`src/rtl/exc_ctrl.sv`:
```
// CP0 exception/interrupt controller at the M stage.
// Decides on traps and eret, holds SR/Cause/EPC, and drives pipeline flush/redirect.
module exc_ctrl #(
  parameter logic [31:0] HANDLER_ADDR = 32'h0000_4180,
  parameter logic [31:0] PRID         = 32'h2021_0601
) (
  input  logic        clk,
  input  logic        reset,
  input  logic [4:0]  exc_m,
  input  logic        bd_m,
  input  logic [31:0] pc_m,
  input  logic        eret_m,
  input  logic [5:0]  hwint,
  input  logic        cp0_we,
  input  logic [4:0]  cp0_addr,
  input  logic [31:0] cp0_wdata,
  output logic [31:0] cp0_rdata,
  output logic        exc_req,
  output logic        eret_req,
  output logic [31:0] redirect_pc,
  output logic        exl
);

  typedef enum logic {
    RUN     = 1'b0,
    HANDLER = 1'b1
  } state_t;

  localparam logic [4:0] A_SR    = 5'd12;
  localparam logic [4:0] A_CAUSE = 5'd13;
  localparam logic [4:0] A_EPC   = 5'd14;
  localparam logic [4:0] A_PRID  = 5'd15;

  state_t      state;
  logic [5:0]  sr_im;
  logic        sr_ie;
  logic [31:0] epc;
  logic        cause_bd;
  logic [5:0]  cause_ip;
  logic [4:0]  cause_code;

  logic        in_run;
  logic        int_pend;
  logic        take;
  logic        eret_go;
  logic [31:0] sr_val;
  logic [31:0] cause_val;

  // SR.EXL is not stored separately; it is the FSM state itself.
  assign exl = (state == HANDLER);

  always_comb begin
    in_run    = (state == RUN);
    int_pend  = sr_ie & (|(hwint & sr_im));
    take      = in_run & (int_pend | (|exc_m)) & ~reset;
    eret_go   = ~in_run & eret_m & ~reset;
    sr_val    = {16'b0, sr_im, 8'b0, exl, sr_ie};
    cause_val = {cause_bd, 15'b0, cause_ip, 3'b0,
                 cause_code, 2'b0};
  end

  always_comb begin
    exc_req     = take;
    eret_req    = eret_go;
    redirect_pc = 32'b0;
    if (take) begin
      redirect_pc = HANDLER_ADDR;
    end else if (eret_go) begin
      redirect_pc = epc;
    end
  end

  always_comb begin
    case (cp0_addr)
      A_SR:    cp0_rdata = sr_val;
      A_CAUSE: cp0_rdata = cause_val;
      A_EPC:   cp0_rdata = epc;
      A_PRID:  cp0_rdata = PRID;
      default: cp0_rdata = 32'b0;
    endcase
  end

  always_ff @(posedge clk or posedge reset) begin
    if (reset) begin
      state      <= RUN;
      sr_im      <= 6'b0;
      sr_ie      <= 1'b0;
      epc        <= 32'b0;
      cause_bd   <= 1'b0;
      cause_ip   <= 6'b0;
      cause_code <= 5'b0;
    end else begin
      cause_ip <= hwint;
      if (take) begin
        // A trap drops any mtc0 issued alongside it.
        epc        <= bd_m ? (pc_m - 32'd4) : pc_m;
        cause_bd   <= bd_m;
        cause_code <= int_pend ? 5'd0 : exc_m;
        state      <= HANDLER;
      end else begin
        if (eret_go) begin
          state <= RUN;
        end
        if (cp0_we) begin
          case (cp0_addr)
            A_SR: begin
              sr_im <= cp0_wdata[15:10];
              sr_ie <= cp0_wdata[0];
              state <= cp0_wdata[1] ? HANDLER : RUN;
            end
            A_EPC: epc <= cp0_wdata;
            default: ;
          endcase
        end
      end
    end
  end

endmodule
```
`config.mk`:
```
export PLATFORM = sky130hd
export DESIGN_NAME = exc_ctrl
export DESIGN_NICKNAME = d
export VERILOG_FILES = /design/src/rtl/exc_ctrl.sv
export SDC_FILE = /design/constraint.sdc
export NUM_CORES = 1
export LEC_CHECK = 0
export BUFFER_PORTS_ARGS = -buffer_cell sky130_fd_sc_hd__buf_2
export CELL_PAD_IN_SITES_DETAIL_PLACEMENT = 1
export CELL_PAD_IN_SITES_GLOBAL_PLACEMENT = 1
export CORE_MARGIN = 1.5
export CORE_UTILIZATION = 30
export CTS_BUF_LIST = sky130_fd_sc_hd__clkbuf_2 sky130_fd_sc_hd__clkbuf_4 sky130_fd_sc_hd__clkbuf_8
export DETAILED_ROUTE_END_ITERATION = 10
export HOLD_SLACK_MARGIN = 0.02
export PLACE_DENSITY_LB_ADDON = 0.1
export SLEW_MARGIN = 40
export SYNTH_ARGS = -nofsm -noshare
export SYNTH_HDL_FRONTEND = slang
export SYNTH_SLANG_ARGS = --single-unit
```
`constraint.sdc`:
```
create_clock -name clk -period 2.7 [get_ports clk]
set_clock_uncertainty 0.15 [all_clocks]
set_input_delay 0.135 -clock clk [delete_from_list [all_inputs] [get_ports clk]]
set_output_delay 0.135 -clock clk [all_outputs]
set_load 0.01 [all_outputs]
```
### After elaboration in Yosys (flattened, before gate mapping)

Index checks and enable logic that the tools add are counted.

| storage, ports and cells | value |
|---|---|
| register bits | 52 |
| latch bits | 0 |
| bits in writable memories | 0 |
| ROM bits | 0 |
| bits of input ports | 85 |
| output and inout port bits | 67 |
| word-level logic and storage cells | 41 |
| memories | 0 |

| cells by class | value |
|---|---|
| $add $sub $neg | 1 |
| $mul | 0 |
| div/mod/pow operators | 0 |
| $lt $le $gt $ge | 0 |
| eq/ne operators | 4 |
| shift-type cells | 0 |
| mux-type cells | 13 |
| bitwise logic cells | 10 |
| reductions and logical operators | 6 |

Operator list:

| cell | count |
|---|---|
| $mux W32 | 6 |
| $pmux W32 S4 | 1 |
| $sub A32 B3 Y32 const B | 1 |
| $eq A5 B4 Y1 const B | 4 |
| $and A6 B6 Y6 | 1 |
| $reduce_or A6 Y1 | 1 |
| $and A1 B1 Y1 | 5 |
| $mux W1 | 5 |
| $mux W5 | 1 |
| $reduce_or A5 Y1 | 1 |
| $reduce_bool A2 Y1 | 2 |
| $not A1 Y1 | 3 |
| $reduce_and A3 Y1 | 1 |
| $reduce_and A2 Y1 | 1 |
| $or A1 B1 Y1 | 1 |

### Logic depth before layout (Yosys ltp)

| logic depth | value |
|---|---|
| word-level depth | 8 |
| gate-level depth with buffers | 8 |
| mapped depth without buffers | 7 |

### Least setup slack after synthesis

Ideal clock, no wire load.

| timing path | value |
|---|---|
| kind | in2out |
| start point | input port reset |
| end point | output port redirect_pc[25] |
| data arrival time | 2.208 ns |
| data required time | 2.415 ns |
| slack | 0.207 ns |
| cell stages on the path | 5 |
| path buffers | 2 |
| path through | inv_1 > and3_1 > clkbuf_1 > clkbuf_1 > and2_1 |

| between the ends | value |
|---|---|
| cells in the longest elaborated chain, start to end | 4 |
| elaborated cells on any way between the ends | 5 |
| classes of those cells | mux (2); bitwise (3) |

Ends and longest elaborated chain:

| element | line | RTL |
|---|---|---|
| from (decl) | 8 | `input logic reset,` |
| $not A1 Y1 | 56 | `eret_go = ~in_run & eret_m & ~reset;` |
| $and A1 B1 Y1 | 56 |  |
| net eret_req | 19 | `output logic eret_req,` |
| $mux W32 | 68 | `end else if (eret_go) begin` |
| $mux W32 | 66 | `if (take) begin` |
| to (decl) | 20 | `output logic [31:0] redirect_pc,` |

The timed path passes the listed nets, and every way through them passes these cells.

### Final worst setup path

| timing path | value |
|---|---|
| start point | input port exc_m[0] |
| end point | register epc[16] |

| between the ends | value |
|---|---|
| cells in the longest elaborated chain, start to end | 6 |
| elaborated cells on any way between the ends | 8 |
| classes of those cells | mux (1); bitwise (3); reduce/logical (4) |

Ends and longest elaborated chain:

| element | line | RTL |
|---|---|---|
| from (decl) | 9 | `input logic [4:0] exc_m,` |
| $reduce_or A5 Y1 (*) | 55 | `take = in_run & (int_pend \| (\|exc_m)) & ~reset;` |
| $or A1 B1 Y1 (*) | 55 |  |
| $and A1 B1 Y1 (*) (2 in a row) | 55 |  |
| $reduce_bool A2 Y1 (no source line) | - |  |
| $reduce_and A2 Y1 (no source line) | - |  |
| to (signal assigned) | 96 | `epc <= bd_m ? (pc_m - 32'd4) : pc_m;` |
| to (signal assigned) | 111 | `A_EPC: epc <= cp0_wdata;` |
| to (decl) | 37 | `logic [31:0] epc;` |

Mark *: on every way between the ends. The rest lies on a longest branch, timed or not.
A chain may end at the register's enable or synchronous reset.

==> flow_summary.yaml <==
status:
  status: "complete, no violations"
floorplan:
  die_h_um: 111
  core.rowCount: 39
  dieArea_mm2: 0.0124
  die_w_um: 111
  start_util: 0.308
  coreArea_mm2: 0.0114
  io_pins: 152
worst_setup_path:
  crit_arrival_ns: 2.67
  critPathTopFamily: "buffers and inverters"
  path_buf_inv: 4
  cp_cell_sequence: "dlygate4sd3_1, buf_2, or4_1, nor2_1, a211o_1, inv_4, a211oi_1, a21oi_1, dlygate4sd3_1"
  cp_common_cell: "dlygate4sd3_1"
  path_max_fanout: 19
  crit_type: "primary input to register"
  critical-path-slowest-cell: "dlygate4sd3_1"
  setup.worst_path.end_class: "register"
  cp_slowest_stage_delay_ns: 0.55
  required_ns: 2.76
  cp-start-kind: "primary input"
clock_tree:
  cts_buffer_depth: 2
  clk_latency_ns: 0.32
  cts_sinks: 52
  root_buffer: "clkbuf_8"
  postCtsSetupBuffers: 0
  numCtsBuffers: 5
  clk_pin_slew_ns: 0.10
  cts_max_level: 2
  cts_tree: "done"
place:
  dp_hpwl_mm: 9.21
  globalplace.congestion: 0.787
  portBuffers: 151
global_route:
  use_met3: 0.0343
  first_global_vias: 4052
  grt_use_total: 0.210
  busiest_layer: "met2"
  grt_max_degree: 53
  use_met1: 0.272
  grt_pass1_wl_mm: 20.9
  grtUsageMet2: 0.379
  grt_remaining_overflow: 0
  antenna_found_initial: 0
sta:
  min_period_ns: 2.61
  rsz0062_at_grt: "no"
  slew_headroom: 0.524
  hold_viol: 0
  hold_ws_ns: 0.0154
  slew_viol_final: 0
  fmax_ghz: 0.383
  setup_viol: 0
  worst_pin_slew_ns: 0.714
  fin_crit_sh: 0.966
  fin_setup_tns_ns: 0
routing:
  remaining_drc_errors: 0
  antenna_left: 0
  avgRoutedWirePerCell_um: 17.3
  drt-total-wl_mm: 12.9
  first_iter_violations: 87
  avgViaCountPerCell: 4.97
  vias: 3720
  dr.pass1.iters: 4
synthesis:
  ys.warnings.count: 0
  ys_seq_area_frac: 0.369
  netlist_instances: 389
  netlist.area_leader.share: 0.369
  synthArstFlopShare: 1.00
  ys_ff_latch: 52
  synth_flop_cell: "dfrtp_1"
  synth.area.top_cells: "dfrtp_1 37%, and2_1 5.5%, xnor2_1 5.2%"
  synth_edf_count: 0
  avgSynthCellArea_um2: 9.05
  syn_area_mm2: 0.00352
  synth_cell_types: 50
  yosysTopAreaCell: "dfrtp_1"
  synth_nets: 475
pwr:
  swShare: 0.362
  p_int_w: 0.00199
  pwr-share-comb: 0.395
  power.total_w: 0.00312
  p_clk_frac: 0.184
  ir_worst_vdd_uv: 235
  p_switching_w: 0.00113
  pwr-share-seq: 0.422
  p_per_area_mw_per_mm2: 592
  leakagePower_nw: 2.47
final_layout:
  mostFrequentLayoutCells: "151 x buf_2, 69 x dlygate4sd3_1, 52 x dfrtp_1, 40 x nand2_1, 31 x and2_1"
  final_common_cell: "buf_2"
  final_nets: 689
  drive_above_1_share: 0.334
  areaGrowthSynthToFinish_pct: 49.6
  fillers: 1382
job:
  drv_cap: 0
worst_hold_path:
  hold_path_class: "primary input to register"
==> through the flow <==
step | util | worst slack, ns | area, um^2 | cells
floorplan | - | 0.207 | 3520 | 389
global placement | 0.389 | 0.335 | 4450 | 670
detailed placement | 0.389 | 0.288 | 4450 | 670
CTS | 0.460 | 0.0349 | 5250 | 747
global route | 0.461 | 0.00448 | 5270 | 747
finish | 0.461 | 0.0908 | 5270 | 748
==> power by group through the flow <==
| stage | logic (W) | registers, W | clock network, W |
|---|---|---|---|
| after floorplan | 0.000753 | 0.00124 | 0 |
| after global placement | 0.00108 | 0.00132 | 0 |
| after detailed placement | 0.00111 | 0.00133 | 0 |
| after CTS | 0.00123 | 0.00132 | 0.000597 |
| after global routing | 0.00139 | 0.00136 | 0.000626 |
| final | 0.00123 | 0.00132 | 0.000573 |
==> flip-flops by register name (all words and copies together) (netlist names) <==
name / count
cause_bd: 1
cause_code: 5
cause_ip: 6
epc: 32
exl: 1
sr_ie: 1
sr_im: 6
==> worst reg2reg max path: cells and delay by family (launching register included) <==
kind	cells	cell delay (ns)
buffers and inverters	2	0.69
AO/OA/AOI/OAI	5	1.06
flip-flops	1	0.41
==> final timing paths <==
path                            slack, ns                         to  cells after the start                       from
worst max-delay path                 0.09        epc[16]$_DFFE_PP0P_                      9                   exc_m[0]
min in group asynchronous            0.45         epc[1]$_DFFE_PP0P_                      4                      reset
max in group asynchronous            1.48         epc[4]$_DFFE_PP0P_                      4                      reset
worst max register to register       0.27        epc[16]$_DFFE_PP0P_                      7       sr_im[1]$_DFFE_PP0P_
worst min register to register       0.33  cause_code[0]$_DFFE_PP0N_                      2  cause_code[0]$_DFFE_PP0N_
worst min-delay path                 0.02        epc[12]$_DFFE_PP0P_                      3                   pc_m[12]
==> layer usage <==
metal,part of all wire,wire length (um)
met4,0.0058,75
met3,0.040,514
met1,0.45,5850
met5,0,0
met2,0.50,6490
==> cells in the mapped netlist, drive strengths merged (2+ instances only) <==
| cell | count |
|---|---|
| mux2 | 7 |
| inv | 5 |
| a22oi | 7 |
| nand2b | 3 |
| nor3 | 11 |
| mux2i | 11 |
| nand3 | 8 |
| buf | 5 |
| nor2 | 8 |
| a22o | 10 |
| o21ai | 14 |
| a211oi | 22 |
| nand2 | 40 |
| a21oi | 26 |
| and2 | 31 |
| and3 | 16 |
| xor2 | 5 |
| nand4 | 2 |
| nor2b | 27 |
| dfrtp | 52 |
| o31ai | 2 |
| xnor2 | 21 |
| nand4b | 2 |
| nor4 | 10 |
| or4 | 4 |
| nor3b | 2 |
| or3 | 4 |
| clkbuf | 23 |
==> area by class of cell <==
class | instances | area (um^2) | area share
multi-input combinational | 304 | 2080 | 0.394
timing repair buffer | 235 | 1570 | 0.298
sequential | 52 | 1300 | 0.247
tap | 143 | 179 | 0.0340
clock buffer | 5 | 68.8 | 0.0131
clock inverter | 3 | 47.5 | 0.00902
inverter | 5 | 21.3 | 0.00404
antenna | 1 | 2.50 | 0.000475
==> cell families after synthesis <==
kind of cell | count (synthesis) | synth area share
buf+inv | 33 | 0.0487
flops | 52 | 0.369
mux | 18 | 0.0536
xor+xnor | 26 | 0.0647
simple gates | 174 | 0.303
compound gates | 85 | 0.157
fa+ha+maj | 1 | 0.00355
==> what timing repair did <==
action / in CTS / in global routing
setup endpoints to repair: 0 / 1
hold buffers: 69 / 0
gates resized for setup: 0 / 4
endpoints found under the hold margin: 104 / 0
No activity file was read; power rests on OpenSTA's default activity.
